[src/rtl/multdiv_seq_ctrl_pkg.sv]
// Shared definitions for the mult/div sequencing controller: FSM encoding,
// instruction field constants and the mul/div decode helper.
package mdctl_pkg;

    typedef enum logic [1:0] {
        ST_IDLE  = 2'b00,
        ST_START = 2'b01,
        ST_WAIT  = 2'b10,
        ST_DONE  = 2'b11
    } md_state_t;

    localparam logic [4:0] OP_ALU      = 5'b00000;
    localparam logic [4:0] ALU_MUL     = 5'b00110;
    localparam logic [4:0] ALU_DIV     = 5'b00111;
    localparam logic [4:0] REG_RSTATUS = 5'd30;

    function automatic logic is_md_op(input logic       valid,
                                      input logic [4:0] opcode,
                                      input logic [4:0] aluop);
        return valid && (opcode == OP_ALU) && ((aluop == ALU_MUL) || (aluop == ALU_DIV));
    endfunction

endpackage

[src/rtl/multdiv_seq_ctrl_if.sv]
// Pipeline / mult-div unit signal bundle seen by the sequencing controller.
interface multdiv_seq_ctrl_if;
    import mdctl_pkg::*;

    logic        x_valid;
    logic [4:0]  x_opcode;
    logic [4:0]  x_aluop;
    logic [4:0]  x_rd;
    logic        md_ready;
    logic        md_exception;
    logic [31:0] md_result;
    logic        md_start_mult;
    logic        md_start_div;
    logic        stall;
    logic        busy;
    logic        wb_valid;
    logic [4:0]  wb_rd;
    logic [31:0] wb_data;

    modport master (
        output x_valid, x_opcode, x_aluop, x_rd, md_ready, md_exception, md_result,
        input  md_start_mult, md_start_div, stall, busy, wb_valid, wb_rd, wb_data
    );

    modport slave (
        input  x_valid, x_opcode, x_aluop, x_rd, md_ready, md_exception, md_result,
        output md_start_mult, md_start_div, stall, busy, wb_valid, wb_rd, wb_data
    );

endinterface

[src/rtl/multdiv_seq_ctrl_wait_counter.sv]
// Wait-cycle counter for the mult/div controller; flags the last permitted
// WAIT cycle so the controller can abort with a timeout.
module md_wait_counter #(
    parameter int WAIT_MAX = 40
) (
    input  logic i_clock,
    input  logic i_reset,
    input  logic i_clear,
    input  logic i_enable,
    output logic o_terminal
);
    import mdctl_pkg::*;

    localparam int CW = $clog2(WAIT_MAX + 1);
    localparam logic [CW-1:0] TERM = CW'(WAIT_MAX - 1);

    logic [CW-1:0] r_count;

    // Count register: clear has priority over enable.
    always_ff @(posedge i_clock) begin
        if (!i_reset) begin
            r_count <= '0;
        end else if (i_clear) begin
            r_count <= '0;
        end else if (i_enable) begin
            r_count <= r_count + {{(CW-1){1'b0}}, 1'b1};
        end else begin
            r_count <= r_count;
        end
    end

    assign o_terminal = (r_count == TERM);

endmodule

[src/rtl/multdiv_seq_ctrl.sv]
// Sequences the shared multi-cycle mult/div unit: one start pulse per mul/div
// in X, pipeline stall while waiting, then a single writeback record.
module multdiv_seq_ctrl
    import mdctl_pkg::*;
#(
    parameter int          WAIT_MAX = 40,
    parameter logic [31:0] CODE_MUL = 32'd4,
    parameter logic [31:0] CODE_DIV = 32'd5,
    parameter logic [31:0] CODE_TMO = 32'd7
) (
    input logic               i_clock,
    input logic               i_reset,
    multdiv_seq_ctrl_if.slave bus
);

    md_state_t   r_state;
    md_state_t   w_state_next;
    logic        r_is_div;
    logic [4:0]  r_rd;
    logic [4:0]  r_wb_rd;
    logic [31:0] r_wb_data;
    logic        w_is_md;
    logic        w_stall;
    logic        w_cnt_clear;
    logic        w_cnt_en;
    logic        w_cnt_term;

    assign w_is_md = is_md_op(bus.x_valid, bus.x_opcode, bus.x_aluop);

    md_wait_counter #(.WAIT_MAX(WAIT_MAX)) u_wait_cnt (
        .i_clock    (i_clock),
        .i_reset    (i_reset),
        .i_clear    (w_cnt_clear),
        .i_enable   (w_cnt_en),
        .o_terminal (w_cnt_term)
    );

    // FSM state register.
    always_ff @(posedge i_clock) begin
        if (!i_reset) begin
            r_state <= ST_IDLE;
        end else begin
            r_state <= w_state_next;
        end
    end

    // Next state, stall and counter control; md_ready only matters in WAIT.
    always_comb begin
        w_state_next = r_state;
        w_stall      = 1'b0;
        w_cnt_clear  = 1'b0;
        w_cnt_en     = 1'b0;
        case (r_state)
            ST_IDLE: begin
                w_stall = w_is_md;
                if (w_is_md) begin
                    w_state_next = ST_START;
                end else begin
                    w_state_next = ST_IDLE;
                end
            end
            ST_START: begin
                w_stall      = 1'b1;
                w_cnt_clear  = 1'b1;
                w_state_next = ST_WAIT;
            end
            ST_WAIT: begin
                w_stall = 1'b1;
                if (bus.md_ready) begin
                    w_state_next = ST_DONE;
                end else begin
                    w_cnt_en = 1'b1;
                    if (w_cnt_term) begin
                        w_state_next = ST_DONE;
                    end else begin
                        w_state_next = ST_WAIT;
                    end
                end
            end
            ST_DONE: begin
                w_state_next = ST_IDLE;
            end
            default: begin
                w_state_next = ST_IDLE;
            end
        endcase
    end

    // Operation context and the writeback record; exceptions and timeouts go to rstatus.
    always_ff @(posedge i_clock) begin
        if (!i_reset) begin
            r_rd      <= 5'd0;
            r_is_div  <= 1'b0;
            r_wb_rd   <= 5'd0;
            r_wb_data <= 32'd0;
        end else begin
            if ((r_state == ST_IDLE) && w_is_md) begin
                r_rd     <= bus.x_rd;
                r_is_div <= bus.x_aluop[0];
            end
            if (r_state == ST_WAIT) begin
                if (bus.md_ready) begin
                    if (bus.md_exception) begin
                        r_wb_rd   <= REG_RSTATUS;
                        r_wb_data <= r_is_div ? CODE_DIV : CODE_MUL;
                    end else begin
                        r_wb_rd   <= r_rd;
                        r_wb_data <= bus.md_result;
                    end
                end else if (w_cnt_term) begin
                    r_wb_rd   <= REG_RSTATUS;
                    r_wb_data <= CODE_TMO;
                end
            end
        end
    end

    assign bus.stall         = w_stall;
    assign bus.busy          = (r_state != ST_IDLE);
    assign bus.md_start_mult = (r_state == ST_START) && !r_is_div;
    assign bus.md_start_div  = (r_state == ST_START) && r_is_div;
    assign bus.wb_valid      = (r_state == ST_DONE);
    assign bus.wb_rd         = (r_state == ST_DONE) ? r_wb_rd : 5'd0;
    assign bus.wb_data       = (r_state == ST_DONE) ? r_wb_data : 32'd0;

endmodule

[src/flat_wrapper.sv]
// flat-port wrapper written by rule: the top's interface ports become plain ports
module multdiv_seq_ctrl_flat import mdctl_pkg::*;
#(
    parameter int          WAIT_MAX = 40,
    parameter logic [31:0] CODE_MUL = 32'd4,
    parameter logic [31:0] CODE_DIV = 32'd5,
    parameter logic [31:0] CODE_TMO = 32'd7
)
  (i_clock, i_reset, bus_x_valid, bus_x_opcode, bus_x_aluop, bus_x_rd, bus_md_ready, bus_md_exception, bus_md_result, bus_md_start_mult, bus_md_start_div, bus_stall, bus_busy, bus_wb_valid, bus_wb_rd, bus_wb_data);
  multdiv_seq_ctrl_if bus_i ();
  input logic i_clock;
  input logic i_reset;
  input wire logic [$bits(bus_i.x_valid)-1:0] bus_x_valid;
  input wire logic [$bits(bus_i.x_opcode)-1:0] bus_x_opcode;
  input wire logic [$bits(bus_i.x_aluop)-1:0] bus_x_aluop;
  input wire logic [$bits(bus_i.x_rd)-1:0] bus_x_rd;
  input wire logic [$bits(bus_i.md_ready)-1:0] bus_md_ready;
  input wire logic [$bits(bus_i.md_exception)-1:0] bus_md_exception;
  input wire logic [$bits(bus_i.md_result)-1:0] bus_md_result;
  output wire logic [$bits(bus_i.md_start_mult)-1:0] bus_md_start_mult;
  output wire logic [$bits(bus_i.md_start_div)-1:0] bus_md_start_div;
  output wire logic [$bits(bus_i.stall)-1:0] bus_stall;
  output wire logic [$bits(bus_i.busy)-1:0] bus_busy;
  output wire logic [$bits(bus_i.wb_valid)-1:0] bus_wb_valid;
  output wire logic [$bits(bus_i.wb_rd)-1:0] bus_wb_rd;
  output wire logic [$bits(bus_i.wb_data)-1:0] bus_wb_data;
  assign bus_i.x_valid = bus_x_valid;
  assign bus_i.x_opcode = bus_x_opcode;
  assign bus_i.x_aluop = bus_x_aluop;
  assign bus_i.x_rd = bus_x_rd;
  assign bus_i.md_ready = bus_md_ready;
  assign bus_i.md_exception = bus_md_exception;
  assign bus_i.md_result = bus_md_result;
  assign bus_md_start_mult = bus_i.md_start_mult;
  assign bus_md_start_div = bus_i.md_start_div;
  assign bus_stall = bus_i.stall;
  assign bus_busy = bus_i.busy;
  assign bus_wb_valid = bus_i.wb_valid;
  assign bus_wb_rd = bus_i.wb_rd;
  assign bus_wb_data = bus_i.wb_data;
  multdiv_seq_ctrl #(.WAIT_MAX(WAIT_MAX), .CODE_MUL(CODE_MUL), .CODE_DIV(CODE_DIV), .CODE_TMO(CODE_TMO)) u_core (.i_clock(i_clock), .i_reset(i_reset), .bus(bus_i));
endmodule
[config.mk]
export PLATFORM = sky130hd
export DESIGN_NAME = multdiv_seq_ctrl_flat
export DESIGN_NICKNAME = d
export VERILOG_FILES = /design/src/rtl/multdiv_seq_ctrl_pkg.sv /design/src/rtl/multdiv_seq_ctrl_if.sv /design/src/rtl/multdiv_seq_ctrl_wait_counter.sv /design/src/rtl/multdiv_seq_ctrl.sv /design/src/flat_wrapper.sv
export SDC_FILE = /design/constraint.sdc
export NUM_CORES = 1
export LEC_CHECK = 0
export BUFFER_PORTS_ARGS = -buffer_cell sky130_fd_sc_hd__buf_2
export CORE_UTILIZATION = 30
export CTS_CLUSTER_DIAMETER = 200
export DETAILED_ROUTE_END_ITERATION = 6
export GPL_TIMING_DRIVEN = 0
export MAX_ROUTING_LAYER = met4
export PLACE_DENSITY_LB_ADDON = 0.12
export SETUP_SLACK_MARGIN = 0.5
export SYNTH_ARGS = -nofsm -noshare
export SYNTH_HDL_FRONTEND = slang
export SYNTH_SLANG_ARGS = --single-unit
[constraint.sdc]
create_clock -name i_clock -period 2.9 [get_ports i_clock]
set_input_delay 0.29 -clock i_clock [delete_from_list [all_inputs] [get_ports i_clock]]
set_output_delay 0.29 -clock i_clock [all_outputs]
set_load 0.005 [all_outputs]
# --- Word level (Yosys, flattened, before mapping) ---
# Cells that the tools add are included.
word_totals:
  register_bits: 51
  output_inout_bits: 42
  wordCells: 45
op_classes:
  add_sub_neg: 1
  eq_ne: 6
  n_bitwise: 1
  reduce_logical: 14
  muxes: 17
ops:
  columns: ["cell", "n"]
  rows:
  - ["32-bit 2-to-1 mux", 4]
  - ["5-bit 2-to-1 mux", 4]
  - ["5-bit by 3-bit equality test with 1-bit output, second input constant", 2]
  - ["2-bit one-hot mux with 4 select lines", 1]
  - ["6-bit by 1-bit adder with 6-bit output, second input constant", 1]
  - ["6-bit equality test, second input constant", 1]
  - ["1-bit 2-to-1 mux", 6]
  - ["1-bit logical AND", 5]
  - ["5-bit logical NOT", 1]
  - ["2-bit equality test, second input constant", 2]
  - ["2-bit nonzero test", 2]
  - ["2-bit OR reduction", 2]
  - ["2-bit by 1-bit equality test with 1-bit output, second input constant", 1]
  - ["2-bit logical NOT", 1]
  - ["2-bit 2-to-1 mux", 1]
  - ["1-bit one-hot mux with 2 select lines", 1]
  - ["2-bit AND reduction", 1]
  - ["1-bit logical NOT", 1]
  - ["1-bit logical OR", 1]
  - ["1-bit NOT", 1]

# --- Logic depth before layout (Yosys ltp) ---
depth:
  depth_word: 5
  depth_mapped: 7
  mapped_depth_nobuf: 5

# --- Modules after synthesis ---
# A second synthesis with hierarchy kept.
unflattened:
  hier_cells: 279
  hier_area_um2: 2359.8
by_module_without_submodules:
  columns: ["module", "cells_each", "seq_area_each_um2", "area_per_inst_um2", "instances"]
  rows:
  - ["multdiv_seq_ctrl", 252, 900.9, 2102.0, 1]
  - ["md_wait_counter", 27, 120.1, 257.7, 1]

# --- Least setup slack after synthesis ---
# No wires, ideal clock.
synth_timing:
  path_type: "register to register"
  from: "register u_core.r_state[0]"
  to: "register u_core.r_wb_data[10]"
  slack_ps: 1299
  arrival_time_ps: 1529
  synth_period_minus_slack_ps: 1601
  stages_incl_launch_ff: 8
  setup_time_ps: 72
  cell_sequence: "dfxtp_1 > inv_1 > ha_1 > and2_2 > a31oi_1 > buf_6 > buf_12 > mux2i_1"
synth_between:
  elab_chain_cells: 2
synth_rtl:
  columns: ["item", "line_no", "rtl"]
  rows:
  - ["start, declared", "multdiv_seq_ctrl.sv:16", "md_state_t r_state;"]
  - ["start signal, assigned", "multdiv_seq_ctrl.sv:43", "r_state <= w_state_next;"]
  - ["2-bit equality test", "multdiv_seq_ctrl.sv:101", "if (r_state == ST_WAIT) begin"]
  - ["2-bit AND reduction (no line)", null, null]
  - ["end signal, assigned", "multdiv_seq_ctrl.sv:105", "r_wb_data <= r_is_div ? CODE_DIV : CODE_MUL;"]
  - ["end signal, assigned", "multdiv_seq_ctrl.sv:108", "r_wb_data <= bus.md_result;"]
  - ["end, declared", "multdiv_seq_ctrl.sv:21", "logic [31:0] r_wb_data;"]
# Every way passes these cells.
# A chain may end at the register's enable or synchronous reset.

# --- Final worst setup path ---
layout_timing:
  from: "register u_core.r_state[0]"
  to: "output port bus_wb_data[21]"
layout_between:
  elab_chain_cells: 2
layout_rtl:
  columns: ["item", "line_no", "rtl"]
  rows:
  - ["2-bit equality test", "multdiv_seq_ctrl.sv:124", "assign bus.wb_data = (r_state == ST_DONE) ? r_wb_data : 32'd0;"]
  - ["32-bit 2-to-1 mux", "multdiv_seq_ctrl.sv:124", null]
  - ["end, declared", "flat_wrapper.sv:26", "output wire logic [$bits(bus_i.wb_data)-1:0] bus_wb_data;"]
# Every way passes these cells.

==> summary.md <==
| Metric | Value |
|---|---|
| Status | completed |
| DRT iter0 DRCs | 42 |
| CP Class | flip-flop to output pin |
| Worst-Margin Slew | 514.3 ps |
| Yosys top cell area share | 39.88% |
| Share of cells above drive strength 1 | 29.38% |
| I/O Buffers | 92 |
| Post-CTS Setup Bufs | 0 |
| Routed vias/inst | 4.525 |
| RSZ-0062 raised after global routing | no |
| Worst path required time | 2610 ps |
| Area leader, netlist | dfxtp_1 |
| Clock sink count | 51 |
| R2r endpoint | u_core.r_wb_data[4] |
| Synth Area in Compound Gates | 4.399% |
| Hold Path Depth | 3 |
| XOR/XNOR Fraction of Synth Area | 0.6843% |
| Hold Crit Endpoint | u_core.r_rd[1] |
| P_leak | 0.001685 uW |
| Max-cap violation count | 0 |
| TNS Setup | 0 ps |
| Post-synthesis sequential area ratio | 39.88% |
| Ant diodes | 0 |
| Max Transition Viols Final | 0 |
| Cell chain of the critical path | ha_1 > clkbuf_2 > clkbuf_1 > and2_1 > buf_2 |
| Die X | 94.38 um |
| Final period utilization | 70.55% |
| Post-synth ARST share | 0% |
| CTS Root Cell | clkbuf_8 |
| Deepest clock path buffer count | 2 |
| ANT nets after route | 0 |
| Fillers | 884 |
| Main combinational cell family by area after synthesis | simple AND/OR/NAND/NOR gates |
| Peak VDD IR | 0.1651 mV |
| Synth Area in Adders | 2.933% |
| Initial Util | 31.16% |
| Multiplexer area fraction after synthesis | 16.81% |
| CTS tree | yes |
| Number of cell rows | 33 |
| Yosys warning count | 0 |
| Register share of total power | 55.8% |
| Switching Share | 23.00% |
| Worst skew pair latency | 300 ps |
| Syn_area_per_cell | 8.889 um^2 |
| Gate count after technology mapping | 288 |
| Final core utilization | 39.61% |
| First-pass GRT wire length | 10230 um |
| Post-synthesis net count | 346 |
| Post-CTS Resized | 0 |
| Hold wc startpoint | bus_x_rd[1] |
| R2r setup slk | 1080 ps |
| CTS Buf Count | 5 |
| Clk pin slew, worst setup/hold paths | 90 ps |
| Die height | 94.38 um |
| Worst Setup End Kind | output pin |
| Area of the core | 0.008217 mm^2 |
| Area share of and/or/nand/nor cells after synthesis | 28.40% |
| Pwr/cell area | 388.8 mW/mm^2 |
| Pin count of the biggest net entering global routing | 15 |
| Via Count | 2231 |
| 1st-pass router iterations | 4 |
| Worst path arrival time | 1760 ps |
| Distinct cell type count after synthesis | 34 |
| Hold_buf cts | 0 |
| Kind of cell adding the most delay to the critical path | buffers and inverters |
| Slowest cell on crit path | dfxtp_1 |
| Remaining DRCs | 0 |
| Critical path's largest stage delay | 390 ps |
| Synth top cells by count | 51 x dfxtp_1, 49 x nand2_1, 43 x mux2i_1 |
| Initial antenna violation count | 0 |
| Vias in the first global route | 2062 |
| Crit path buffers/inverters | 3 |
| R2R depth | 7 |
| Drt wl/cell | 12.98 um |
| Total Power | 1265 uW |
| Cell Area, Synth | 0.002560 mm^2 |
| Top cells by area, synth | dfxtp_1 40%, mux2i_1 17%, and2_1 9.5% |
| Reg2Reg Launch Point | u_core.r_state[0] |
| EDFF count, synth | 0 |
| Final Setup Violations | 0 |
| IO Pins | 94 |
| Final GP Congestion | 0.7219 |
| Int Pwr | 974.4 uW |
| Clk_skew | 7.552 ps |
| CP Launch Type | flip-flop |
| Area growth syn-to-layout | 27.13% |
| FMAX | 0.4888 GHz |
| Layout Nets | 445 |
| Non-Filler Instances | 493 |
| Synth Flop Type | dfxtp_1 |
| Comb pwr share | 9.2% |
| Crit path max fanout | 10 |
| Clock power share | 35.0% |
| Count leader, synth | dfxtp_1 |
| Dpl cells | 485 |
| H-tree depth | 2 |
| GRT Util Overall | 15.23% |
| Worst Hold Class | input port to flip-flop |
| Full die area | 0.008907 mm^2 |
| Final Hold Viols | 0 |
| Min cycle time layout | 2046 ps |
| Net switching power | 291.0 uW |
| Relative slew slack | 65.71% |
| Post-DP HPWL | 4741 um |
| Yosys reg bits | 51 |
| Routed WL | 6398 um |
| GR Overflow Total | 0 |
flip-flops by register name, indices dropped and copies added (netlist names):
name and flops:
u_core.u_wait_cnt.r_count 6, u_core.r_rd 5, u_core.r_is_div 1, u_core.r_wb_data 32, u_core.r_wb_rd 5, u_core.r_state 2
power by group through the flow:
stage | logic [uW] | registers, uW | clock network [uW]
after floorplan | 60.6 | 722 | 0
after global placement | 119 | 722 | 0
after detailed placement | 118 | 723 | 0
after CTS | 118 | 706 | 469
after global routing | 130 | 707 | 490
final | 116 | 706 | 443
layout by cell type (no fill, tap or decap), types with 7 or more instances in the layout:
master / instances
clkbuf_1: 13
buf_2: 95
dfxtp_1: 51
and2_1: 39
o21ai_0: 8
nand2_1: 49
nand3_1: 32
mux2i_1: 43
clkbuf_8: 7
how the worst max path moves through the flow:
stage / startpoint / endpoint / slack [ps] / cells after the start
2_1_floorplan: u_core.r_state[0] / u_core.r_wb_data[10] / 1300 / 7
3_3_place_gp: u_core.r_state[0] / bus_wb_data[29] / 950 / 5
3_5_place_dp: u_core.r_state[0] / bus_wb_data[29] / 930 / 5
4_1_cts: u_core.r_state[0] / bus_wb_data[29] / 580 / 5
5_1_grt: u_core.r_state[1] / bus_wb_data[20] / 680 / 5
6_report: u_core.r_state[0] / bus_wb_data[21] / 850 / 5
per-stage QoR:
step,cell area (um^2),hold slack [ps],setup slack (ps)
global placement,3152,440.5,952.8
floorplan,2560,431.6,1299
global route,3254,218.8,680.3
detailed placement,3152,445.1,929.8
CTS,3252,217.9,581.4
finish,3254,230.4,854.0
routing by layer:
metal	routed length [um]	track usage (%)	vias to the layer above
met5	0	-	-
met4	78	4.359	0
met3	312	2.899	9
met2	2845	23.37	54
met1	3162	20.29	1011
li1	-	-	1157
final cells by class:
| cell class | count | area (um^2) | share of cell area [%] |
|---|---|---|---|
| Sequential cell | 51 | 1021 | 31.37 |
| Tap cell | 105 | 131.4 | 4.037 |
| Buffer | 23 | 156.4 | 4.806 |
| Clock buffer | 8 | 100.1 | 3.076 |
| Inverter | 6 | 22.52 | 0.6920 |
| Timing Repair Buffer | 92 | 460.4 | 14.15 |
| Multi-Input combinational cell | 208 | 1363 | 41.87 |
cells by family after synthesis:
| logic type | after synthesis |
|---|---|
| AND/OR/NAND/NOR | 139 |
| flip-flops | 51 |
| multiplexers | 43 |
| buffers and inverters | 29 |
| AO/OA/AOI/OAI | 18 |
| adder cells (fa/ha/maj) | 6 |
| XOR/XNOR | 2 |
worst reg2reg max path, delay by kind of cell, from the launching register on:
family,cells,cell delay (ps)
flip-flops,1,390
adder cells (fa/ha/maj),1,280
multiplexers,1,190
AO/OA/AOI/OAI,1,200
buffers and inverters,3,470
AND/OR/NAND/NOR,1,230
No activity file was read; power rests on OpenSTA's default activity.
